--- src/rtl/fetch_pkg.sv ---
// Shared types and constants for the instruction fetch stage.
//   XLEN          - datapath width
//   INSTR_NOP     - ADDI x0,x0,0; driven on dec_instr while nothing is valid
//   PC_STEP       - byte increment between sequential fetches
//   fetch_entry_t - {pc, instr} pair buffered between fetch and decode
package fetch_pkg;

  localparam int unsigned XLEN      = 32;
  localparam logic [31:0] INSTR_NOP = 32'h0000_0013;
  localparam logic [31:0] PC_STEP   = 32'd4;

  typedef struct packed {
    logic [XLEN-1:0] pc;
    logic [XLEN-1:0] instr;
  } fetch_entry_t;

endpackage

--- src/rtl/fetch_fifo.sv ---
// Small circular FIFO holding fetched {pc, instr} entries for decode.
// Ports:
//   i_clk    - clock; all state changes on the rising edge
//   i_rst_n  - synchronous active-low reset
//   i_push   - write i_wdata at the tail (caller guarantees room, or a same-cycle pop)
//   i_pop    - drop the head (caller guarantees non-empty)
//   i_flush  - discard all entries and reset pointers; overrides push/pop
//   i_wdata  - entry to write
//   o_head   - entry at the head (meaningless while o_empty)
//   o_count  - number of valid entries
//   o_full   - o_count == DEPTH
//   o_empty  - o_count == 0
module fetch_fifo
  import fetch_pkg::*;
#(
  parameter int unsigned DEPTH   = 2,
  parameter type         entry_t = fetch_entry_t,
  localparam int unsigned CNT_W  = $clog2(DEPTH) + 1,
  localparam int unsigned PTR_W  = $clog2(DEPTH)
) (
  input  logic             i_clk,
  input  logic             i_rst_n,
  input  logic             i_push,
  input  logic             i_pop,
  input  logic             i_flush,
  input  entry_t           i_wdata,
  output entry_t           o_head,
  output logic [CNT_W-1:0] o_count,
  output logic             o_full,
  output logic             o_empty
);

  localparam logic [CNT_W-1:0] CntOne = CNT_W'(1);
  localparam logic [PTR_W-1:0] PtrOne = PTR_W'(1);
  localparam logic [CNT_W-1:0] CntMax = CNT_W'(DEPTH);

  entry_t             r_mem [DEPTH];
  logic [PTR_W-1:0]   r_wr_ptr;
  logic [PTR_W-1:0]   r_rd_ptr;
  logic [CNT_W-1:0]   r_count;

  // DEPTH is a power of two, so pointers wrap naturally.
  always_ff @(posedge i_clk) begin
    if (!i_rst_n || i_flush) begin
      r_wr_ptr <= '0;
      r_rd_ptr <= '0;
      r_count  <= '0;
    end else begin
      if (i_push) r_wr_ptr <= r_wr_ptr + PtrOne;
      if (i_pop)  r_rd_ptr <= r_rd_ptr + PtrOne;
      case ({i_push, i_pop})
        2'b10:   r_count <= r_count + CntOne;
        2'b01:   r_count <= r_count - CntOne;
        default: r_count <= r_count;
      endcase
    end
  end

  // Storage needs no reset: r_count gates visibility of every slot.
  always_ff @(posedge i_clk) begin
    if (i_rst_n && !i_flush && i_push) begin
      r_mem[r_wr_ptr] <= i_wdata;
    end
  end

  assign o_head  = r_mem[r_rd_ptr];
  assign o_count = r_count;
  assign o_full  = (r_count == CntMax);
  assign o_empty = (r_count == '0);

endmodule

--- src/rtl/instr_fetch.sv ---
// Instruction fetch stage: owns the PC, addresses the instruction memory
// (combinational read), buffers {pc, instr} in a FIFO and hands entries to
// decode over valid/ready. Redirects reload the PC and flush the FIFO.
// Optional feature macro: FETCH_PERF_EN adds push and stall counters.
// Ports:
//   i_clk, i_rst_n          - clock, synchronous active-low reset
//   i_fetch_en              - allow new fetches
//   i_redirect_valid        - branch/jump taken this cycle (highest priority)
//   i_redirect_target       - new PC; low two bits are dropped
//   o_redirect_misaligned   - registered pulse: last redirect target had [1:0] != 0
//   o_instruction_addr      - byte address to instruction memory (the PC register)
//   i_instruction_read      - instruction word for o_instruction_addr
//   o_dec_valid/i_dec_ready - decode handshake
//   o_dec_instr, o_dec_pc   - head entry (NOP / 0 while not valid)
//   o_perf_fetch_cnt        - pushes since reset (FETCH_PERF_EN only)
//   o_perf_stall_cnt        - cycles blocked by a full FIFO (FETCH_PERF_EN only)
module instr_fetch
  import fetch_pkg::*;
#(
  parameter logic [31:0] RESET_VECTOR = 32'h0000_0000,
  parameter int unsigned DEPTH        = 2
) (
  input  logic        i_clk,
  input  logic        i_rst_n,
  input  logic        i_fetch_en,
  input  logic        i_redirect_valid,
  input  logic [31:0] i_redirect_target,
  output logic        o_redirect_misaligned,
  output logic [31:0] o_instruction_addr,
  input  logic [31:0] i_instruction_read,
  output logic        o_dec_valid,
  input  logic        i_dec_ready,
  output logic [31:0] o_dec_instr,
  output logic [31:0] o_dec_pc
`ifdef FETCH_PERF_EN
  ,
  output logic [31:0] o_perf_fetch_cnt,
  output logic [31:0] o_perf_stall_cnt
`endif
);

  localparam int unsigned CNT_W = $clog2(DEPTH) + 1;

  logic [31:0]      r_pc;
  logic [31:0]      w_pc_next;
  logic             r_misaligned;
  logic             w_push;
  logic             w_pop;
  logic             w_full;
  logic             w_empty;
  logic [CNT_W-1:0] w_count;
  fetch_entry_t     w_wdata;
  fetch_entry_t     w_head;

  assign w_pop  = o_dec_valid & i_dec_ready;
  // A full FIFO may still accept a push when the head leaves this cycle.
  assign w_push = i_fetch_en & ~i_redirect_valid & (~w_full | w_pop);

  assign w_wdata.pc    = r_pc;
  assign w_wdata.instr = i_instruction_read;

  always_comb begin
    w_pc_next = r_pc;
    if (i_redirect_valid) begin
      w_pc_next = {i_redirect_target[31:2], 2'b00};
    end else if (w_push) begin
      w_pc_next = r_pc + PC_STEP;
    end
  end

  always_ff @(posedge i_clk) begin
    if (!i_rst_n) begin
      r_pc         <= RESET_VECTOR;
      r_misaligned <= 1'b0;
    end else begin
      r_pc         <= w_pc_next;
      r_misaligned <= i_redirect_valid & (i_redirect_target[1:0] != 2'b00);
    end
  end

  fetch_fifo #(
    .DEPTH   (DEPTH),
    .entry_t (fetch_entry_t)
  ) u_fifo (
    .i_clk   (i_clk),
    .i_rst_n (i_rst_n),
    .i_push  (w_push),
    .i_pop   (w_pop),
    .i_flush (i_redirect_valid),
    .i_wdata (w_wdata),
    .o_head  (w_head),
    .o_count (w_count),
    .o_full  (w_full),
    .o_empty (w_empty)
  );

  assign o_instruction_addr    = r_pc;
  assign o_redirect_misaligned = r_misaligned;
  assign o_dec_valid           = ~w_empty;
  assign o_dec_instr           = w_empty ? INSTR_NOP : w_head.instr;
  assign o_dec_pc              = w_empty ? 32'h0 : w_head.pc;

`ifdef FETCH_PERF_EN
  logic [31:0] r_perf_fetch;
  logic [31:0] r_perf_stall;

  always_ff @(posedge i_clk) begin
    if (!i_rst_n) begin
      r_perf_fetch <= '0;
      r_perf_stall <= '0;
    end else begin
      if (w_push) r_perf_fetch <= r_perf_fetch + 32'd1;
      if (i_fetch_en && !i_redirect_valid && !w_push) r_perf_stall <= r_perf_stall + 32'd1;
    end
  end

  assign o_perf_fetch_cnt = r_perf_fetch;
  assign o_perf_stall_cnt = r_perf_stall;
`endif

  // Count is only needed inside the FIFO; keep the net referenced.
  logic w_unused;
  assign w_unused = ^w_count;

endmodule

--- config.mk ---
export PLATFORM = sky130hd
export DESIGN_NAME = instr_fetch
export DESIGN_NICKNAME = d
export VERILOG_FILES = /design/src/rtl/fetch_pkg.sv /design/src/rtl/fetch_fifo.sv /design/src/rtl/instr_fetch.sv
export SDC_FILE = /design/constraint.sdc
export NUM_CORES = 1
export LEC_CHECK = 0
export CAP_MARGIN = 15
export CORE_AREA = 2 2 103 144
export CTS_CLUSTER_DIAMETER = 30
export DETAILED_ROUTE_END_ITERATION = 7
export DIE_AREA = 0 0 105 146
export GPL_TIMING_DRIVEN = 0
export HOLD_SLACK_MARGIN = 0.05
export PLACE_DENSITY = 0.78
export SLEW_MARGIN = 30
export SYNTH_ARGS = -nofsm -noshare
export SYNTH_HDL_FRONTEND = slang
export SYNTH_SLANG_ARGS = --single-unit
--- constraint.sdc ---
create_clock -name i_clk -period 8.2 [get_ports i_clk]
set_input_delay 1.23 -clock i_clk [delete_from_list [all_inputs] [get_ports i_clk]]
set_output_delay 1.23 -clock i_clk [all_outputs]
set_load 0.005 [all_outputs]
# Yosys cells after proc, flatten, opt, wreduce, memory -nomap -nowiden

Memories as Yosys holds them, arrays and structs flattened. A register that Yosys moved wholly into a read port is not among the register bits.
Index checks and enable logic that the tools add are counted.

Flip-flop bits (word level): 37
Latch bits: 0
Bits in writable memories: 128
Memory bits (read-only): 0
Input port bits: 69
Output and inout port bits: 98
Word-level logic and storage cells: 43
Memories: 1

Memories:

| name         | words | bits a word | rd ports | clocked after Yosys merged registers in | wr ports | line             | source |
|---|---|---|---|---|---|---|---|
| u_fifo.r_mem | 2     | 64          | 1        | 1                                       | 1        | fetch_fifo.sv:37 | `entry_t r_mem [DEPTH];` |

$add $sub $neg: 5
$mul: 0
Divide/modulo/power cells: 0
Magnitude comparators: 0
Eq/ne operators: 3
Shift operators: 0
Muxes and demuxes: 9
Bitwise gates (word level): 9
Reduce and logical (&&, ||, !) cells: 10

Operator list:

| kind                                                | count |
|---|---|
| two-way mux 32 bit                                  | 4 |
| adder 32 x 3 -> 32 bit, second input constant       | 1 |
| nonzero test 2 bit                                  | 3 |
| bitwise AND 1 bit                                   | 4 |
| equality test 2 bit, second input constant          | 2 |
| two-way mux 1 bit                                   | 4 |
| NOT 1 bit                                           | 4 |
| one-hot mux 2 bit (2 select lines)                  | 1 |
| adder 1 bit, second input constant                  | 2 |
| adder 2 x 1 -> 2 bit, second input constant         | 1 |
| equality test 2 x 1 -> 1 bit, second input constant | 1 |
| logical AND 1 bit                                   | 2 |
| zero test 1 bit                                     | 2 |
| zero test 2 bit                                     | 1 |
| OR reduction 2 bit                                  | 1 |
| subtractor 2 x 1 -> 2 bit, second input constant    | 1 |
| logical OR 1 bit                                    | 1 |
| bitwise OR 1 bit                                    | 1 |

# Longest topological paths before layout

Depth in word-level cells: 8
Gate-level depth with buffers: 8
Depth with buffers taken out: 7

# Modules after synthesis

Synthesis repeated with hierarchy kept, for this count alone.

Cell total of the unflattened synthesis: 537
Area, all modules: 7,203.2 um^2

By module, submodules not included:

| module      | instances | cells each | area an instance (um^2) | seq. area each (um^2) |
|---|---|---|---|---|
| fetch_fifo  | 1         | 223        | 4,829.6                 | 3,943.8 |
| instr_fetch | 1         | 314        | 2,373.5                 | 620.6 |

# Worst setup path before layout

Ideal clock, no wire load.

Path kind: input to register
Start point: in i_dec_ready
End point: mem u_fifo.r_mem[0][0] (netlist bit) (enable)
Library setup time: 0.558 ns
Arrival: 5.909 ns
Required time: 7.642 ns
Setup slack: 1.732 ns
Stages: 4
Buffers on the path: 1
Path through: or3b_2 > clkbuf_1 > nand2_1 > nor3_1

Word-level cells in the longest chain between the ends: 6

Ends and longest elaborated chain:

| what                                    | line              | source |
|---|---|---|
| start, declared                         | instr_fetch.sv:32 | `input logic i_dec_ready,` |
| bitwise AND 1 bit                       | instr_fetch.sv:55 | `assign w_pop = o_dec_valid & i_dec_ready;` |
| bitwise OR 1 bit                        | instr_fetch.sv:57 | `assign w_push = i_fetch_en & ~i_redirect_valid & (~w_full \| w_pop);` |
| bitwise AND 1 bit                       | instr_fetch.sv:57 |  |
| logical AND 1 bit                       | fetch_fifo.sv:61  | `if (i_rst_n && !i_flush && i_push) begin` |
| two-way mux 1 bit                       | fetch_fifo.sv:61  |  |
| two-way mux 1 bit (implied by the code) | fetch_fifo.sv:62  | `r_mem[r_wr_ptr] <= i_wdata;` |
| end, declared                           | fetch_fifo.sv:37  |  |

Every way passes these cells.

# Worst setup path in the final report

Start point: reg u_fifo.r_count[0], in the netlist u_fifo.o_count[0]
End point: out o_dec_pc[25]

Word-level cells in the longest chain between the ends: 2

Ends and longest elaborated chain:

| what                   | line               | source |
|---|---|---|
| start, declared        | fetch_fifo.sv:40   | `logic [CNT_W-1:0] r_count;` |
| start signal, assigned | fetch_fifo.sv:52   | `2'b10: r_count <= r_count + CntOne;` |
| start signal, assigned | fetch_fifo.sv:53   | `2'b01: r_count <= r_count - CntOne;` |
| start signal, assigned | fetch_fifo.sv:54   | `default: r_count <= r_count;` |
| zero test 2 bit        | fetch_fifo.sv:69   | `assign o_empty = (r_count == '0);` |
| two-way mux 32 bit     | instr_fetch.sv:101 | `assign o_dec_pc = w_empty ? 32'h0 : w_head.pc;` |
| end, declared          | instr_fetch.sv:34  | `output logic [31:0] o_dec_pc` |

Every way passes these cells.

==> flow_summary.json <==
{
  "drtAntennaViolNets": 0,
  "dp.cells": 884,
  "cts_max_level": 4,
  "m1WireLength_microns": 6230,
  "yosys-top-cells-count": "124 x edfxtp_1, 73 x nor2_1, 62 x mux2i_1",
  "cts.clk_slew.worst_paths_ns": 0.06,
  "drc": 0,
  "wl_per_cell_microns": 18.1,
  "status": "complete, no violations",
  "final_util": 0.665,
  "ir_drop_mv": 0.119,
  "synth-seq-cells": 160,
  "place_hpwl_microns": 12100,
  "io_buffers": 161,
  "min-delay-path-class": "reg -> reg",
  "fillers": 1091,
  "pin_count": 167,
  "post_cts_buffers": 0,
  "grt_pass1_vias": 5181,
  "finalPower_mw": 1.84,
  "synth_ff_type": "edfxtp_1",
  "fin_crit_sh": 0.486,
  "place_congestion": 0.939,
  "syn_area_sq_um": 6730,
  "core-area_sq_um": 13900,
  "synth_top_cell_area_share": 0.553,
  "startpoint_type": "register",
  "cts.root.buffer_cell": "clkbuf_16",
  "setup_ws_ns": 4.22,
  "start_util": 0.484,
  "setup_viol": 0,
  "grt_pass1_wl_microns": 26600,
  "grt_setup_unrepaired": "false",
  "cap_viol_max_count": 0,
  "final_cells": 916,
  "tns_ns": 0,
  "synth_edf_count": 124,
  "relSlewSlack": 0.389,
  "die_height_microns": 146,
  "critPathMaxFanout": 10,
  "crit_type": "reg -> out",
  "final_area_sq_um": 9250,
  "cts_sinks": 160,
  "wl_met3_microns": 925,
  "drt-initial-drc-count": 345,
  "area_growth_pct": 37.4,
  "ys_warn_count": 0,
  "ys_types": 43,
  "skew_ns": 0.00648,
  "synthCells": 526,
  "worst_setup_path_end_kind": "primary output",
  "viasPerCell": 5.53,
  "diodes": 0,
  "whs_ns": 0.513,
  "grt_overflow": 0,
  "p_leak_nw": 2.99,
  "cts_tree": "built",
  "place_ws_ns": 4.32,
  "crit_required_ns": 6.97,
  "track_usage": 0.221,
  "ys_top_cells_by_area": "edfxtp_1 55%, dfxtp_1 11%, mux2i_1 9.2%, nor2_1 4.1%, o21ai_0 2.2%",
  "yosysTopAreaCell": "edfxtp_1",
  "routed_wirelength_microns": 16600,
  "hold_viol_final": 0,
  "worstSkewPairLatency_ns": 0.41,
  "worstMarginPinSlew_ns": 0.909,
  "grt_max_degree": 43,
  "antenna_found_initial": 0,
  "vias": 5061,
  "topRoutingLayerUsed": "met4",
  "final.min_clock_period_ns": 3.98,
  "dieArea_sq_um": 15300,
  "postCtsResizedCells": 0,
  "cp.arrival_ns": 2.75,
  "placed_area_sq_um": 8670,
  "first_pass_iters": 5,
  "async_reset_ff_frac": 0,
  "setup.reg_to_reg.worst_slack_ns": 5.62,
  "cts_buffers": 17,
  "drv_slew": 0,
  "syn_avg_cell_area_sq_um": 12.8,
  "fin_nets": 789,
  "num_rows": 51,
  "ys_seq_area_frac": 0.660,
  "maxClockFrequency_mhz": 251,
  "drive_gt1_frac": 0.0780,
  "fp.dieW_microns": 105,
  "hold_buffers": 0,
  "cts_buffer_depth": 2,
  "power.density_nw_per_um2": 199,
  "yosysMostFrequentCell": "edfxtp_1",
  "dr_wl_met2_microns": 9000
}
-- path summary, 6_finish.rpt --
kind	from	end	depth (start not counted)
worst max-delay path	u_fifo.o_count[0]$_SDFFE_PP0P_	o_dec_pc[25]	6
worst min register to register	u_fifo.o_count[1]$_SDFFE_PP0P_	u_fifo.o_count[1]$_SDFFE_PP0P_	2
worst min-delay path	u_fifo.o_count[1]$_SDFFE_PP0P_	u_fifo.o_count[1]$_SDFFE_PP0P_	2
worst max register to register	u_fifo.o_count[0]$_SDFFE_PP0P_	u_fifo.r_mem[0][37]$_DFFE_PP_	8
-- flip-flops by register name (all words and copies together), names as in the netlist, named ones only --
signal / count
o_instruction_addr: 30
u_fifo.r_rd_ptr: 1
u_fifo.o_count: 2
u_fifo.r_mem: 124
u_fifo.r_wr_ptr: 1
o_redirect_misaligned: 1
-- layout make-up --
class | count | area, sq um | share of cell area
clock buffers | 20 | 437 | 0.0472
repair buffers | 170 | 1700 | 0.183
multi-input cells | 325 | 2120 | 0.229
plain buffers | 35 | 151 | 0.0164
inverters | 9 | 33.8 | 0.00365
flip-flops and latches | 160 | 4440 | 0.481
clock inverters | 12 | 138 | 0.0149
well taps | 185 | 231 | 0.0250
-- where the power goes --
group / internal (mW) / switching (mW)
clock: 0.450 / 0.309
combinational: 0.0872 / 0.0658
sequential: 0.899 / 0.0260
-- placed cells by master, fill, tap and decap left out, types with 10 or more instances in the layout --
cell / Yosys / layout
mux2i_1: 62 / 62
dfxtp_1: 36 / 36
o21ai_0: 30 / 30
nor2_1: 73 / 73
clkdlybuf4s50_1: 0 / 161
clkbuf_1: 21 / 24
clkbuf_16: 0 / 17
and4_1: 11 / 11
nand4_1: 10 / 10
nand3_1: 13 / 13
nor3_1: 12 / 11
a31oi_1: 10 / 10
nand2_1: 14 / 14
buf_4: 4 / 11
edfxtp_1: 124 / 124
-- critical path: stages, from the launching register on --
cell             delay [ns]
dfxtp_1                0.29
buf_2                  0.15
nor2_1                 0.45
clkbuf_1               0.47
clkbuf_1               0.40
nor2_1                 0.11
clkdlybuf4s50_1        0.46
-- metal layers --
| layer | vias to the layer above | GRT usage |
|---|---|---|
| li1 | 2371 | - |
| met1 | 2449 | 0.250 |
| met2 | 213 | 0.406 |
| met3 | 28 | 0.0439 |
| met4 | 0 | 0.0887 |
| met5 | - | 0 |
-- cells by family (layout without fill, tap and decap cells) --
| group | count (synthesis) | in the layout | share of synthesized area |
|---|---|---|---|
| and+or+nand+nor | 173 | 173 | 0.134 |
| DFF | 160 | 160 | 0.660 |
| AOI/OAI and AO/OA | 72 | 72 | 0.0662 |
| muxes | 62 | 62 | 0.0922 |
| buffers and inverters | 44 | 246 | 0.0275 |
| xor gates and xnor gates | 12 | 12 | 0.0156 |
| adders and majority gates | 2 | 2 | 0.00372 |
| other | 1 | 4 | 0.000557 |
No activity file was read; power rests on OpenSTA's default activity.
==> RTL edit: new RTL, same settings <==
The output `o_redirect_misaligned` loses its register stage (`r_misaligned` becomes a continuous assignment).
--- a/src/rtl/instr_fetch.sv
+++ b/src/rtl/instr_fetch.sv
@@ -71,12 +71,12 @@
   always_ff @(posedge i_clk) begin
     if (!i_rst_n) begin
       r_pc         <= RESET_VECTOR;
-      r_misaligned <= 1'b0;
     end else begin
       r_pc         <= w_pc_next;
-      r_misaligned <= i_redirect_valid & (i_redirect_target[1:0] != 2'b00);
     end
   end
+
+  assign r_misaligned = i_redirect_valid & (i_redirect_target[1:0] != 2'b00);
 
   fetch_fifo #(
     .DEPTH   (DEPTH),
Function: changed (a bounded check fails within 4 cycles, from zero or initial values and one cycle with i_rst_n low).
==> RTL edit against the unedited design <==
- final area is 1.1% lower
- sequential cell count shrank 1
- critical path depth unchanged
- setup slack worse by 410 ps
- routed wire length shrank 5.8%
- total power is 0.89% lower
- via count decreased by 8.6%
- synthesized cell count fell by 6.1%
- synthesized area decreased by 2.9%
- hold slack gained 6.5 ps
==> RTL edit: results (changes against the unedited design) <==
IO buf count = 162 (+0.62%)
Hold WS = 520 ps (+6.47 ps)
Seq/Total Area, Yosys = 67.7% (+1.7 points)
RR Startpoint = u_fifo.o_count[1]
crit path DAT = 3160 ps (+410 ps)
Skew-Pair Late Insertion Delay = 410 ps (about the same)
antenna violations before repair = 0 (unchanged)
outcome = finished clean
global-route wire length before repair = 24300 um (-8.9%)
wire per inst = 17.7 um (-2.1%)
Post-Place Cells = 850 (-3.8%)
CTS H-tree lvls = 4 (unchanged)
Worst Hold Class = register to register
Synth top cells by count = edfxtp_1, nor2_1, mux2i_1, dfxtp_1
Initial DRT Pass Iterations = 4 (-1)
FF-to-FF End = u_fifo.r_mem[0][25]
max reg flops = 124 (unchanged)
maximum root-to-sink buffer count = 2 (unchanged)
Mean Syn Cell Area = 13.2 sq um (+3.4%)
Setup WS post-layout = 3810 ps (-407 ps)
GP Congestion = 0.826 (-12%)
post-synthesis async set-or-reset flop share = 0% (unchanged)
clk_skew = 6.89 ps (+0.413 ps)
largest register by flop count = u_fifo.r_mem
post-cts resize count = 0 (unchanged)
CP Max Fanout = 10 (unchanged)
YS warnings = 0 (unchanged)
number of global-route vias before repair = 4565 (-12%)
maximum vdd ir drop = 0.130 mV (+8.5%)
Post-CTS Setup Bufs = 0 (unchanged)
vias = 4626 (-8.6%)
CTS Root Buffer Type = clkbuf_16
ANT cells = 0 (unchanged)
actual slew at the worst max-slew pin = 767 ps (-142 ps)
GR Util All Layers = 20.5% (-1.6 points)
Critical Path Sink = o_redirect_misaligned
largest net degree at the start of global routing = 24 (-44%)
largest cells by area after synthesis = edfxtp_1, dfxtp_1, mux2i_1
aggregate routed wire length = 15600 um (-5.8%)
R2R cell count = 6 (-2)
placed cell area = 0.00858 sq mm (-1.1%)
Inserted Clock Buffers = 17 (unchanged)
reg2reg setup slack = 5540 ps (-80 ps)
Crit. Startpoint = i_redirect_valid
DP Wirelength = 11600 um (-4.2%)
Fillers = 1086 (-0.46%)
Clock transition at path regs = 60 ps (about the same)
fraction of layout cells with a size suffix above 1 = 7.17% (-0.62 points)
library cells used by synthesis = 37 (-14%)
EDFF count, synth = 124 (unchanged)
DR iter-0 viols = 238 (-31%)
Final #Nets = 755 (-4.3%)
min-delay src = u_fifo.r_wr_ptr
P_leak = 2.97 nW (-0.55%)
-- RTL edit: cell types whose count changed after synthesis, moves of 9 or more --
cell / before / now
xor2_1: 6 / 23
a21oi_1: 8 / 22
a31oi_1: 10 / 1
and4_1: 11 / 2
-- RTL edit: routing by layer --
layer	track usage, %	part of all wire [%]	vias up
li1	-	-	2196
met1	23.4	39	2228
met2	36.7	54	167
met3	4.30	4.3	35
met4	9.20	2.9	0
met5	0	0	-
-- RTL edit: layout make-up --
class                   count  area, sq um  area share (%)
flip-flops and latches    159         4420            48.4
multi-input cells         306         2000            21.9
repair buffers            168         1790            19.5
clock buffers              21          460            5.03
well taps                 185          231            2.53
plain buffers              26          113            1.23
clock inverters            11          108            1.18
inverters                   6         22.5           0.246
-- RTL edit: cell families after synthesis --
logic type	share of synthesized area, %
simple gates	11.0
fa+ha+maj	0.383
other cells	0.0574
mux	9.65
xor+xnor	4.02
buf+inv	2.07
flops	67.7
compound gates	5.11
-- RTL edit: worst max-delay path, stage by stage --
cell	delay (ps)
clkdlybuf4s50_1	470
clkinv_1	230
clkbuf_1	270
clkbuf_1	290
nor2_1	160
clkdlybuf4s50_1	510
-- RTL edit: where the power goes --
part           internal [mW]  switching, mW
Sequential             0.893         0.0243
Combinational         0.0890         0.0637
Clock                  0.437          0.313
Total                   1.42          0.401
-- RTL edit: worst min-delay path by stage --
stage                      end  cells after the start
2_1_floorplan  u_fifo.r_wr_ptr                      2
3_3_place_gp   u_fifo.r_wr_ptr                      2
3_5_place_dp   u_fifo.r_wr_ptr                      2
4_1_cts        u_fifo.r_wr_ptr                      2
5_1_grt        u_fifo.r_wr_ptr                      2
6_report       u_fifo.r_wr_ptr                      2
